**config.mk**
```make
export PLATFORM = sky130hd
export DESIGN_NAME = fft_bitrev_reorder_flat
export DESIGN_NICKNAME = d
export VERILOG_FILES = /design/src/rtl/fft_bitrev_reorder_if.sv /design/src/rtl/fft_bitrev_reorder.sv /design/src/flat_wrapper.sv
export SDC_FILE = /design/constraint.sdc
export NUM_CORES = 1
export LEC_CHECK = 0
export BUFFER_PORTS_ARGS = -buffer_cell sky130_fd_sc_hd__buf_2
export CAP_MARGIN = 20
export CORE_UTILIZATION = 35
export CTS_CLUSTER_SIZE = 30
export DETAILED_ROUTE_END_ITERATION = 8
export GPL_ROUTABILITY_DRIVEN = 0
export GPL_TIMING_DRIVEN = 0
export SYNTH_ARGS = -nofsm -noshare
export SYNTH_HDL_FRONTEND = slang
export SYNTH_SLANG_ARGS = --single-unit
```
**constraint.sdc**
```tcl
create_clock -name clk -period 11.3 [get_ports clk]
set_input_delay 2.26 -clock clk [delete_from_list [all_inputs] [get_ports clk]]
set_output_delay 2.26 -clock clk [all_outputs]
set_load 0.1 [all_outputs]
```
**src/rtl/fft_bitrev_reorder_if.sv**
```systemverilog
// Stream bundle for the FFT output reorder buffer: bit-reversed input side,
// natural-order output side with index and end-of-frame marker.
interface fft_bitrev_reorder_if #(
    parameter int N_bit = 16,
    parameter int LOG2N = 4
);
    logic             in_vld;
    logic             in_rdy;
    logic [N_bit-1:0] in_re;
    logic [N_bit-1:0] in_im;
    logic             out_vld;
    logic             out_rdy;
    logic [N_bit-1:0] out_re;
    logic [N_bit-1:0] out_im;
    logic [LOG2N-1:0] out_idx;
    logic             out_last;

    // Producer of input samples / consumer of reordered samples
    modport master (
        output in_vld, in_re, in_im, out_rdy,
        input  in_rdy, out_vld, out_re, out_im, out_idx, out_last
    );

    // The reorder buffer itself
    modport slave (
        input  in_vld, in_re, in_im, out_rdy,
        output in_rdy, out_vld, out_re, out_im, out_idx, out_last
    );
endinterface

```
**src/rtl/fft_bitrev_reorder.sv**
```systemverilog
// Ping-pong reorder buffer: writes a frame at bit-reversed addresses while the
// other bank is read out sequentially, so the output comes out in natural order.
module fft_bitrev_reorder #(
    parameter int N_bit = 16,
    parameter int N_PT  = 16,
    parameter int LOG2N = 4
) (
    input  logic                clk,
    input  logic                rst,
    fft_bitrev_reorder_if.slave bus
);
    localparam logic [LOG2N-1:0] LAST = LOG2N'(N_PT - 1);

    typedef logic [2*N_bit-1:0] word_t;

    word_t            mem_q [2][N_PT];
    logic             wr_bank_q, wr_bank_d;
    logic             rd_bank_q, rd_bank_d;
    logic [LOG2N-1:0] wr_cnt_q, wr_cnt_d;
    logic [LOG2N-1:0] rd_cnt_q, rd_cnt_d;
    logic [1:0]       full_q, full_d;
    logic             out_vld_q, out_vld_d;
    logic [N_bit-1:0] out_re_q, out_re_d;
    logic [N_bit-1:0] out_im_q, out_im_d;
    logic [LOG2N-1:0] out_idx_q, out_idx_d;
    logic             out_last_q, out_last_d;
    logic             in_rdy, wr_fire, ld;
    word_t            rd_word;

    function automatic logic [LOG2N-1:0] bitrev(input logic [LOG2N-1:0] a);
        logic [LOG2N-1:0] r;
        for (int i = 0; i < LOG2N; i++) r[i] = a[LOG2N-1-i];
        return r;
    endfunction

    // Ready depends only on registered state so the sink-side timing is clean
    assign in_rdy  = !full_q[wr_bank_q];
    assign wr_fire = bus.in_vld & in_rdy;
    assign ld      = (!out_vld_q | bus.out_rdy) & full_q[rd_bank_q];
    assign rd_word = mem_q[rd_bank_q][rd_cnt_q];

    assign bus.in_rdy   = in_rdy;
    assign bus.out_vld  = out_vld_q;
    assign bus.out_re   = out_re_q;
    assign bus.out_im   = out_im_q;
    assign bus.out_idx  = out_idx_q;
    assign bus.out_last = out_last_q;

    // Next-state for write/read pointers, bank flags and the output register.
    // Writer and reader never touch the same bank's flag on one edge: the
    // writer only targets an empty bank, the reader only a full one.
    always_comb begin
        wr_bank_d  = wr_bank_q;
        wr_cnt_d   = wr_cnt_q;
        rd_bank_d  = rd_bank_q;
        rd_cnt_d   = rd_cnt_q;
        full_d     = full_q;
        out_vld_d  = out_vld_q;
        out_re_d   = out_re_q;
        out_im_d   = out_im_q;
        out_idx_d  = out_idx_q;
        out_last_d = out_last_q;
        if (wr_fire) begin
            wr_cnt_d = wr_cnt_q + 1'b1;
            if (wr_cnt_q == LAST) begin
                wr_cnt_d          = '0;
                full_d[wr_bank_q] = 1'b1;
                wr_bank_d         = ~wr_bank_q;
            end
        end
        if (ld) begin
            out_vld_d  = 1'b1;
            out_re_d   = rd_word[2*N_bit-1:N_bit];
            out_im_d   = rd_word[N_bit-1:0];
            out_idx_d  = rd_cnt_q;
            out_last_d = (rd_cnt_q == LAST);
            rd_cnt_d   = rd_cnt_q + 1'b1;
            if (rd_cnt_q == LAST) begin
                rd_cnt_d          = '0;
                full_d[rd_bank_q] = 1'b0;
                rd_bank_d         = ~rd_bank_q;
            end
        end else if (out_vld_q & bus.out_rdy) begin
            out_vld_d = 1'b0;
        end
    end

    // Control and output registers with synchronous active-low reset
    always_ff @(posedge clk) begin
        if (!rst) begin
            wr_bank_q  <= 1'b0;
            wr_cnt_q   <= '0;
            rd_bank_q  <= 1'b0;
            rd_cnt_q   <= '0;
            full_q     <= '0;
            out_vld_q  <= 1'b0;
            out_re_q   <= '0;
            out_im_q   <= '0;
            out_idx_q  <= '0;
            out_last_q <= 1'b0;
        end else begin
            wr_bank_q  <= wr_bank_d;
            wr_cnt_q   <= wr_cnt_d;
            rd_bank_q  <= rd_bank_d;
            rd_cnt_q   <= rd_cnt_d;
            full_q     <= full_d;
            out_vld_q  <= out_vld_d;
            out_re_q   <= out_re_d;
            out_im_q   <= out_im_d;
            out_idx_q  <= out_idx_d;
            out_last_q <= out_last_d;
        end
    end

    // Sample storage: scatter arrivals to their bit-reversed slot; no reset
    always_ff @(posedge clk) begin
        if (rst && wr_fire)
            mem_q[wr_bank_q][bitrev(wr_cnt_q)] <= {bus.in_re, bus.in_im};
    end
endmodule
```
**src/flat_wrapper.sv**
```systemverilog
// flat-port wrapper written by rule: the top's interface ports become plain ports
module fft_bitrev_reorder_flat 
#(
    parameter int N_bit = 16,
    parameter int N_PT  = 16,
    parameter int LOG2N = 4
)
  (clk, rst, bus_in_vld, bus_in_re, bus_in_im, bus_out_rdy, bus_in_rdy, bus_out_vld, bus_out_re, bus_out_im, bus_out_idx, bus_out_last);
  fft_bitrev_reorder_if #(.N_bit(N_bit), .LOG2N(LOG2N)) bus_i ();
  input  logic clk;
  input  logic rst;
  input wire logic [$bits(bus_i.in_vld)-1:0] bus_in_vld;
  input wire logic [$bits(bus_i.in_re)-1:0] bus_in_re;
  input wire logic [$bits(bus_i.in_im)-1:0] bus_in_im;
  input wire logic [$bits(bus_i.out_rdy)-1:0] bus_out_rdy;
  output wire logic [$bits(bus_i.in_rdy)-1:0] bus_in_rdy;
  output wire logic [$bits(bus_i.out_vld)-1:0] bus_out_vld;
  output wire logic [$bits(bus_i.out_re)-1:0] bus_out_re;
  output wire logic [$bits(bus_i.out_im)-1:0] bus_out_im;
  output wire logic [$bits(bus_i.out_idx)-1:0] bus_out_idx;
  output wire logic [$bits(bus_i.out_last)-1:0] bus_out_last;
  assign bus_i.in_vld = bus_in_vld;
  assign bus_i.in_re = bus_in_re;
  assign bus_i.in_im = bus_in_im;
  assign bus_i.out_rdy = bus_out_rdy;
  assign bus_in_rdy = bus_i.in_rdy;
  assign bus_out_vld = bus_i.out_vld;
  assign bus_out_re = bus_i.out_re;
  assign bus_out_im = bus_i.out_im;
  assign bus_out_idx = bus_i.out_idx;
  assign bus_out_last = bus_i.out_last;
  fft_bitrev_reorder #(.N_bit(N_bit), .N_PT(N_PT), .LOG2N(LOG2N)) u_core (.clk(clk), .rst(rst), .bus(bus_i));
endmodule
```
Word level (Yosys, flattened, before mapping) --
Memories as Yosys holds them, arrays and structs flattened. A register that Yosys moved wholly into a read port is not among the register bits. Index checks and enable logic that the tools add are counted.
Word-level totals: register bits after elaboration 50, RAM bits 1024, input port bits 36, output and inout port bits 39, logic and storage cells 67, memories 1
Memory list:
- u_core.mem_q | depth 2, bits a word 512, read ports 1, clocked after memory_dff 1, write ports 1, RTL line fft_bitrev_reorder.sv:16 | word_t mem_q [2][N_PT];
Cells by class: add/subtract/negate cells 2, order comparisons 7, equal/unequal tests 2, mux-type cells 25, bitwise operators 11, reduce and logical (&&, ||, !) cells 9
Operators by type and width (count):
- 512-bit 2-to-1 mux | 1
- 32-bit binary-select mux with 4-bit select | 1
- 32-bit demux with 4-bit select | 1
- 32-bit 2-to-1 mux | 3
- 1-bit 2-to-1 mux | 11
- 5-bit greater-or-equal comparator (second input constant) | 2
- 4-bit NOT with 5-bit output | 2
- 4-bit by 1-bit adder with 4-bit output (second input constant) | 2
- 4-bit == test (second input constant) | 2
- 2-bit 2-to-1 mux | 4
- 4-bit 2-to-1 mux | 2
- 5-bit by 1-bit < comparator with 1-bit output (second input constant) | 1
- 1-bit logical AND | 4
- 1-bit by 2-bit < comparator with 1-bit output (second input constant) | 2
- 2-bit AND reduction | 2
- 1-bit AND | 3
- 2-bit AND | 1
- 1-bit demux with 1-bit select | 2
- 1-bit greater-or-equal comparator (second input constant) | 2
- 1-bit zero test | 2
- 1-bit NOT | 2
- 2-bit NOT | 1
- 2-bit bitwise OR | 1
- 2-bit nonzero test | 1
- 1-bit bitwise OR | 1

Logic depth before layout (Yosys ltp) --
Gate-level depths: netlist of run 1.
depth after elaboration 10, depth in mapped cells 8, depth with buffers taken out 4

Least setup slack after synthesis of run 1 --
No wires, ideal clock.
path type flip-flop to flip-flop, start point reg u_core.wr_bank_q, end point mem u_core.mem_q[0][256] (netlist name), enable pin, setup time 461 ps, arrival time 5227 ps, required time 10839 ps, path slack 5612 ps, stages on the path, launching flop included 7, path buffers 2, clock period less this slack 5688 ps, path through dfxtp_1 -> clkbuf_1 -> mux2i_1 -> and2_1 -> buf_2 -> nand3_1 -> nor3_1
On the way: word-level cells in the longest chain between the ends 7
Ends and longest elaborated chain:
- from (decl) | RTL line fft_bitrev_reorder.sv:17 | logic wr_bank_q, wr_bank_d;
- from (signal assigned) | RTL line fft_bitrev_reorder.sv:102 | wr_bank_q <= wr_bank_d;
- 1-bit 2-to-1 mux (implied by the code) (2 in a row) | RTL line fft_bitrev_reorder.sv:37 | assign in_rdy = !full_q[wr_bank_q];
- 1-bit zero test | RTL line fft_bitrev_reorder.sv:37
- via bus_in_rdy | RTL line flat_wrapper.sv:16 | output wire logic [$bits(bus_i.in_rdy)-1:0] bus_in_rdy;
- 1-bit AND | RTL line fft_bitrev_reorder.sv:38 | assign wr_fire = bus.in_vld & in_rdy;
- 1-bit logical AND | RTL line fft_bitrev_reorder.sv:117 | if (rst && wr_fire)
- 1-bit 2-to-1 mux | RTL line fft_bitrev_reorder.sv:117
- 512-bit 2-to-1 mux (implied by the code) | RTL line fft_bitrev_reorder.sv:118 | mem_q[wr_bank_q][bitrev(wr_cnt_q)] <= {bus.in_re, bus.in_im};
- to (decl) | RTL line fft_bitrev_reorder.sv:16
The timed path passes the listed nets, and every way through them passes these cells. The select of a mux whose other input is x is not followed.

Worst setup path after layout of run 1 --
start point in rst, end point mem u_core.mem_q[0][267] (netlist name), enable pin
On the way: word-level cells in the longest chain between the ends 3
Ends and longest elaborated chain:
- from (decl) | RTL line flat_wrapper.sv:11 | input logic rst;
- 1-bit logical AND | RTL line fft_bitrev_reorder.sv:117
- 1-bit 2-to-1 mux | RTL line fft_bitrev_reorder.sv:117
- 512-bit 2-to-1 mux (implied by the code) | RTL line fft_bitrev_reorder.sv:118
No other way between the ends.

==> results of run 1 <==
-- power by group through the flow --
| stage | logic (W) | registers (W) | clock network, W |
|---|---|---|---|
| 3_3_place_gp | 0.0000894 | 0.00446 | 0 |
| 5_1_grt | 0.000111 | 0.00437 | 0.00352 |
| 3_5_place_dp | 0.000103 | 0.00446 | 0 |
| 2_1_floorplan | 0.0000267 | 0.00446 | 0 |
| 4_1_cts | 0.000103 | 0.00437 | 0.00338 |
| 6_report | 0.000103 | 0.00438 | 0.00333 |
-- final timing paths --
check,end,start,cells past startpoint,slack [ps]
worst max-delay path,u_core.mem_q[0][267]$_DFFE_PP_,rst,5,6580
worst min-delay path,u_core.bus.out_last$_SDFFE_PN0N_,u_core.bus.out_last$_SDFFE_PN0N_,2,480
worst min register to register,u_core.bus.out_last$_SDFFE_PN0N_,u_core.bus.out_last$_SDFFE_PN0N_,2,480
worst max register to register,u_core.mem_q[0][267]$_DFFE_PP_,u_core.wr_bank_q$_SDFFE_PN0P_,8,7370
-- state kept, by name (all words and copies together) (netlist names), 2 cells and up, named ones only --
name                flops
u_core.mem_q         1024
u_core.full_q           2
u_core.bus.out_re      16
u_core.bus.out_idx      4
u_core.bus.out_im      16
u_core.rd_cnt_q         4
u_core.wr_cnt_q         4
-- metal layers --
| metal | global-route usage | vias to the layer above | part of all wire |
|---|---|---|---|
| met5 | 0 | - | 0.00080 |
| met4 | 0.0686 | 16 | 0.034 |
| met3 | 0.0468 | 198 | 0.084 |
| met2 | 0.315 | 918 | 0.49 |
| met1 | 0.242 | 10979 | 0.39 |
| li1 | - | 8503 | - |
-- cell families after synthesis --
kind of cell / share of synthesized area
AO/OA/AOI/OAI: 0.0337
XOR/XNOR: 0.00106
adder cells (fa/ha/maj): 0.00152
buffers and inverters: 0.0161
flip-flops: 0.772
multiplexers: 0.161
AND/OR/NAND/NOR: 0.0144
-- worst register-to-register path, stage by stage (launching register included) --
cell      delay [ps]
dfxtp_1          310
clkbuf_1         300
mux2i_1          510
and2_1           200
buf_2            160
nand3_1          590
nor3_2          1060
buf_6            270
buf_6            200
-- cell type report --
class	count	area, µm²
Timing Repair Buffer	127	1330
Clock buffer	133	2740
Tap cell	1524	1910
Clock inverter	53	492
Inverter	3	11.3
Fill cell	10136	68500
Sequential cell	1075	31800
Multi-Input combinational cell	727	8950
Buffer	113	651
-- per-stage QoR --
step | utilization | hold WS, ps | cell area, µm²
floorplan | - | 494 | 41200
global placement | 0.373 | 460 | 43400
detailed placement | 0.383 | 476 | 44600
CTS | 0.411 | 485 | 47800
global route | 0.411 | 517 | 47900
finish | 0.411 | 477 | 47900
-- cells in the final DEF (no fill, tap or decap), types with 6 or more instances in the layout --
cell and instances:
and2_1 9, clkbuf_16 104, edfxtp_1 1024, buf_6 34, buf_2 112, nor2b_1 8
clkbuf_1 71, buf_16 8, a21boi_0 6, clkinv_1 12, bufinv_16 7, clkinv_2 21
dfxtp_1 51, mux2i_1 230, buf_4 9, a22oi_1 64, nand3_1 9, clkinvlp_4 6
a32o_1 32, o22ai_1 32, buf_12 26, o31a_1 32, nor2_4 27, nand2_1 7
mux4_2 190, nor2_1 38
==> flow_metrics.tcl, run 1 <==
set metrics [dict create \
    clkPwrFrac 0.427 \
    htreeDepth 3 \
    fmax_mhz 212 \
    hpwl_um 73900 \
    ys_warn_count 0 \
    ys_seq_area_frac 0.772 \
    status "finished clean" \
    core_region_area_um2 116000 \
    syn_nets 1959 \
    grt_pass1_wl_um 157000 \
    required_ps 11660 \
    setup_ws_ps 6580 \
    layout.nets 2190 \
    clk_pin_slew_ps 70 \
    rsz0062_at_grt "no" \
    synth_cells 1918 \
    period_share 0.418 \
    clock_sinks 1075 \
    cts_buffers 102 \
    power_density_nw_per_um2 163 \
    grt_use_total 0.190 \
    critPathMostFrequentCell "buf_6" \
    die-area_um2 119000 \
    clock-root-buffer "clkbuf_16" \
    swShare 0.198 \
    row_count 125 \
    port_buffers 73 \
    final.min_clock_period_ps 4720 \
    first_iter_violations 2349 \
    placed_cells 3568 \
    grt_max_degree 33 \
    ys_types 42 \
    synth.most_common_cell "edfxtp_1" \
    ir_worst_vdd_v 0.000132 \
    post_drt_wl_per_cell_um 30.2 \
    switchingPower_w 0.00154 \
    max-cap-violations 0 \
    async_flop_share 0 \
    die_h_um 345 \
    ys_ff_latch 1075 \
    hold_viol 0 \
    clock_latency_ps 680 \
    worst-setup-path-type "input pin to flip-flop" \
    design_power_total_w 0.00781 \
    hold_class "flip-flop to flip-flop" \
    slew_viol_final 0 \
    routed_wl_um 113000 \
    worstSetupStartpointType "input pin" \
    cts_tree "built" \
    syn_area_um2 41200 \
    post_cts_buffers 0 \
    layout-drive-gt1-share 0.255 \
    pre_cts_slack_ps 5950 \
    areaGrowthSynthToFinish_pct 16.3 \
    vias_per_cell 5.49 \
    initial_core_util 0.354 \
    cts_resized 0 \
    syn_avg_cell_area_um2 21.5 \
    cpLargestDelayFamily "simple AND/OR/NAND/NOR gates" \
    synth_edf_count 1024 \
    cp_num_buf_inv 3 \
    power.share.combinational 0.013 \
    clockBufferDepth 3 \
    skew_ps 38.9 \
    ant_nets 0 \
    cpMaxStageDelayCell "nor3_2" \
    synth_top_area_frac 0.747 \
    yosys-top-cells-count "1024 x edfxtp_1, 230 x mux2i_1, 190 x mux4_2" \
    critical-path-max-stage-delay_ps 1060 \
    grt_pass1_vias 20881 \
    crit_arrival_ps 5080 \
    tns_ps 0 \
    worst_pin_slew_ps 1170 \
    antenna_found_initial 9 \
    vias 20614 \
    power_frac_seq 0.560 \
    stdcell_count 3755 \
    first_pass_iters 5 \
    p_leak_nw 14.3 \
    cp_cell_sequence "clkbuf_1 -> nand3_1 -> nor3_2 -> buf_6 -> buf_6" \
    intPower_w 0.00627 \
    cts_hold_buf 0 \
    ys_top_cells_by_area "edfxtp_1 75%, mux4_2 10%, mux2i_1 5.6%, dfxtp_1 2.5%, a22oi_1 1.2%" \
    die_x_um 345 \
    setup_violations 0 \
    ys.flop_type "edfxtp_1" \
    max_slew_margin 0.217 \
    yosys.area.top_type "edfxtp_1" \
    num_io_pins 75 \
    grt-ovfl-total 0 \
    endpoint_kind "flip-flop" \
    diodes 0 \
    drc 0 \
    cp_max_fo 10 \
]
No activity file was read; power rests on OpenSTA's default activity.
==> run 2, diff against run 1 <==
==> constraint.sdc (replaced) <==
create_clock -name clk -period 3.8 [get_ports clk]
set_input_delay 0.76 -clock clk [delete_from_list [all_inputs] [get_ports clk]]
set_output_delay 0.76 -clock clk [all_outputs]
set_load 0.1 [all_outputs]
==> run 2 against run 1 <==
  * Total power increased to 3.0 times the previous value
  * Clock skew decreased by 20 ps
  * Clock power increased to 3.0 times the previous value
  * Hold slack got worse by 11 ps
  * Largest cell class unchanged
==> flow_metrics.tcl, run 2 (same netlist as run 1, synthesis figures left out) <==
set metrics [dict create \
    cts_tree "built" \
    clock-root-buffer "clkbuf_16" \
    cts_hold_buf 0 \
    largest_register_ffs 1024 \
    power_density_nw_per_um2 484 \
    final_cell_mix "1024 x edfxtp_1, 229 x mux2i_1, 190 x mux4_2" \
    rr_startpoint "u_core.wr_bank_q$_SDFFE_PN0P_" \
    ant_nets 0 \
    htreeDepth 3 \
    r2r.worst_path.cells 7 \
    grt_use_total 0.190 \
    tns_ps 0 \
    required_ps 4170 \
    slew_viol_final 0 \
    r2r_setup_slack_ps 130 \
    cts_buffers 101 \
    cp_max_fo 20 \
    post_drt_wl_per_cell_um 30.1 \
    hold_viol 0 \
    grt_max_degree 33 \
    die_h_um 345 \
    fmax_mhz 272 \
    routed_wl_um 113000 \
    clockBufferDepth 3 \
    max-cap-violations 0 \
    first_iter_violations 2256 \
    row_count 125 \
    skew_ps 19.2 \
    max_slew_margin 0.234 \
    final.min_clock_period_ps 3670 \
    hpwl_um 74400 \
    worstSetupStartpointType "flip-flop" \
    design_power_total_w 0.0232 \
    areaGrowthSynthToFinish_pct 16.3 \
    crit_arrival_ps 4040 \
    layout.nets 2183 \
    port_buffers 73 \
    hold_class "flip-flop to flip-flop" \
    drc 0 \
    setup_violations 0 \
    grt_pass1_wl_um 158000 \
    core_region_area_um2 116000 \
    hp-start "u_core.bus.out_idx[2]$_SDFFE_PN0N_" \
    cpMaxStageDelayCell "nor2_4" \
    hold_end "u_core.bus.out_idx[2]$_SDFFE_PN0N_" \
    die_x_um 345 \
    grt_pass1_vias 20949 \
    stdcell_count 3755 \
    first_pass_iters 5 \
    clock_sinks 1075 \
    whs_path_depth 2 \
    ir_worst_vdd_v 0.000431 \
    placed_cells 3559 \
    regMostFlops "u_core.mem_q" \
    cpLargestDelayFamily "simple AND/OR/NAND/NOR gates" \
    cp_num_buf_inv 3 \
    antenna_found_initial 11 \
    die-area_um2 119000 \
    r2r-end "u_core.mem_q[0][171]$_DFFE_PP_" \
    cp_cell_sequence "clkbuf_1 -> mux2i_2 -> and2_1 -> buf_2 -> nand3_1 -> nor2_4 -> buf_12" \
    p_leak_nw 14.3 \
    endpoint_kind "flip-flop" \
    critical-path-max-stage-delay_ps 1010 \
    clk_pin_slew_ps 70 \
    vias 20693 \
    pre_cts_slack_ps -20.0 \
    num_io_pins 75 \
    setup_ws_ps 128 \
    layout_commonest_cell "edfxtp_1" \
    worst-setup-path-type "flip-flop to flip-flop" \
    clock_latency_ps 680 \
    vias_per_cell 5.51 \
    status "finished clean" \
    rsz0062_at_grt "no" \
    layout-drive-gt1-share 0.252 \
    period_share 0.966 \
    grt-ovfl-total 0 \
    initial_core_util 0.354 \
    worst_pin_slew_ps 1150 \
]
-- run 2: changes by cell type in the layout (fill, tap and decap cells not counted), sizes merged --
cell,change
clkbuf,+3
diode,+1
clkinv,+3
bufinv,-2
buf,-6
inv,+1
-- run 2: how the worst max path moves through the flow --
stage	from	endpoint	slack [ps]	depth (start not counted)
floorplan	u_core.wr_bank_q$_SDFFE_PN0P_	u_core.mem_q[1][288]$_DFFE_PP_	-390	6
global placement	rst	u_core.mem_q[1][41]$_DFFE_PP_	-2040	3
detailed placement	rst	u_core.mem_q[0][396]$_DFFE_PP_	-20	5
CTS	u_core.wr_bank_q$_SDFFE_PN0P_	u_core.mem_q[0][402]$_DFFE_PP_	40	8
global route	u_core.wr_bank_q$_SDFFE_PN0P_	u_core.mem_q[0][140]$_DFFE_PP_	20	7
finish	u_core.wr_bank_q$_SDFFE_PN0P_	u_core.mem_q[0][171]$_DFFE_PP_	130	7
-- run 2: cell type report --
class	count	area (µm²)
antenna	1	2.50
buffer	113	651
clock buffer	136	2760
clock inverter	55	483
fill	10131	68500
inverter	3	11.3
multi-input combinational	727	8980
sequential	1075	31800
tap	1524	1910
timing repair buffer	121	1320
-- run 2: repair_timing --
| item | in CTS | in global routing |
|---|---|---|
| buffers inserted | 0 | 3 |
| endpoints found under the setup margin | 0 | 12 |
| gates resized for setup | 0 | 0 |
-- run 2: report_power, final --
group	total, W	internal [W]	switching, W
combinational	0.000305	0.0000623	0.000243
sequential	0.0130	0.0130	0.0000103
clock	0.00988	0.00548	0.00440
-- run 2: layer usage --
metal	routed length, µm	global-route usage	vias up	part of all wire
li1	-	-	8501	-
met1	43800	0.244	11041	0.39
met2	56700	0.325	943	0.50
met3	9360	0.0349	190	0.083
met4	3070	0.0609	18	0.027
met5	98	0	-	0.00087
-- run 2: through the flow --
stage / util / hold slack [ps] / instance area [µm²]
after CTS: 0.411 / 458 / 47800
after detailed placement: 0.383 / 466 / 44600
after floorplan: - / 514 / 41200
after global placement: 0.373 / 468 / 43500
after global routing: 0.412 / 488 / 47900
final: 0.412 / 466 / 47900
-- run 2: worst reg2reg max path, delay by kind of cell, from the launching register on --
family / cells / cell delay (ps)
flops: 1 / 310
buf+inv: 3 / 770
simple gates: 3 / 1820
mux: 1 / 450
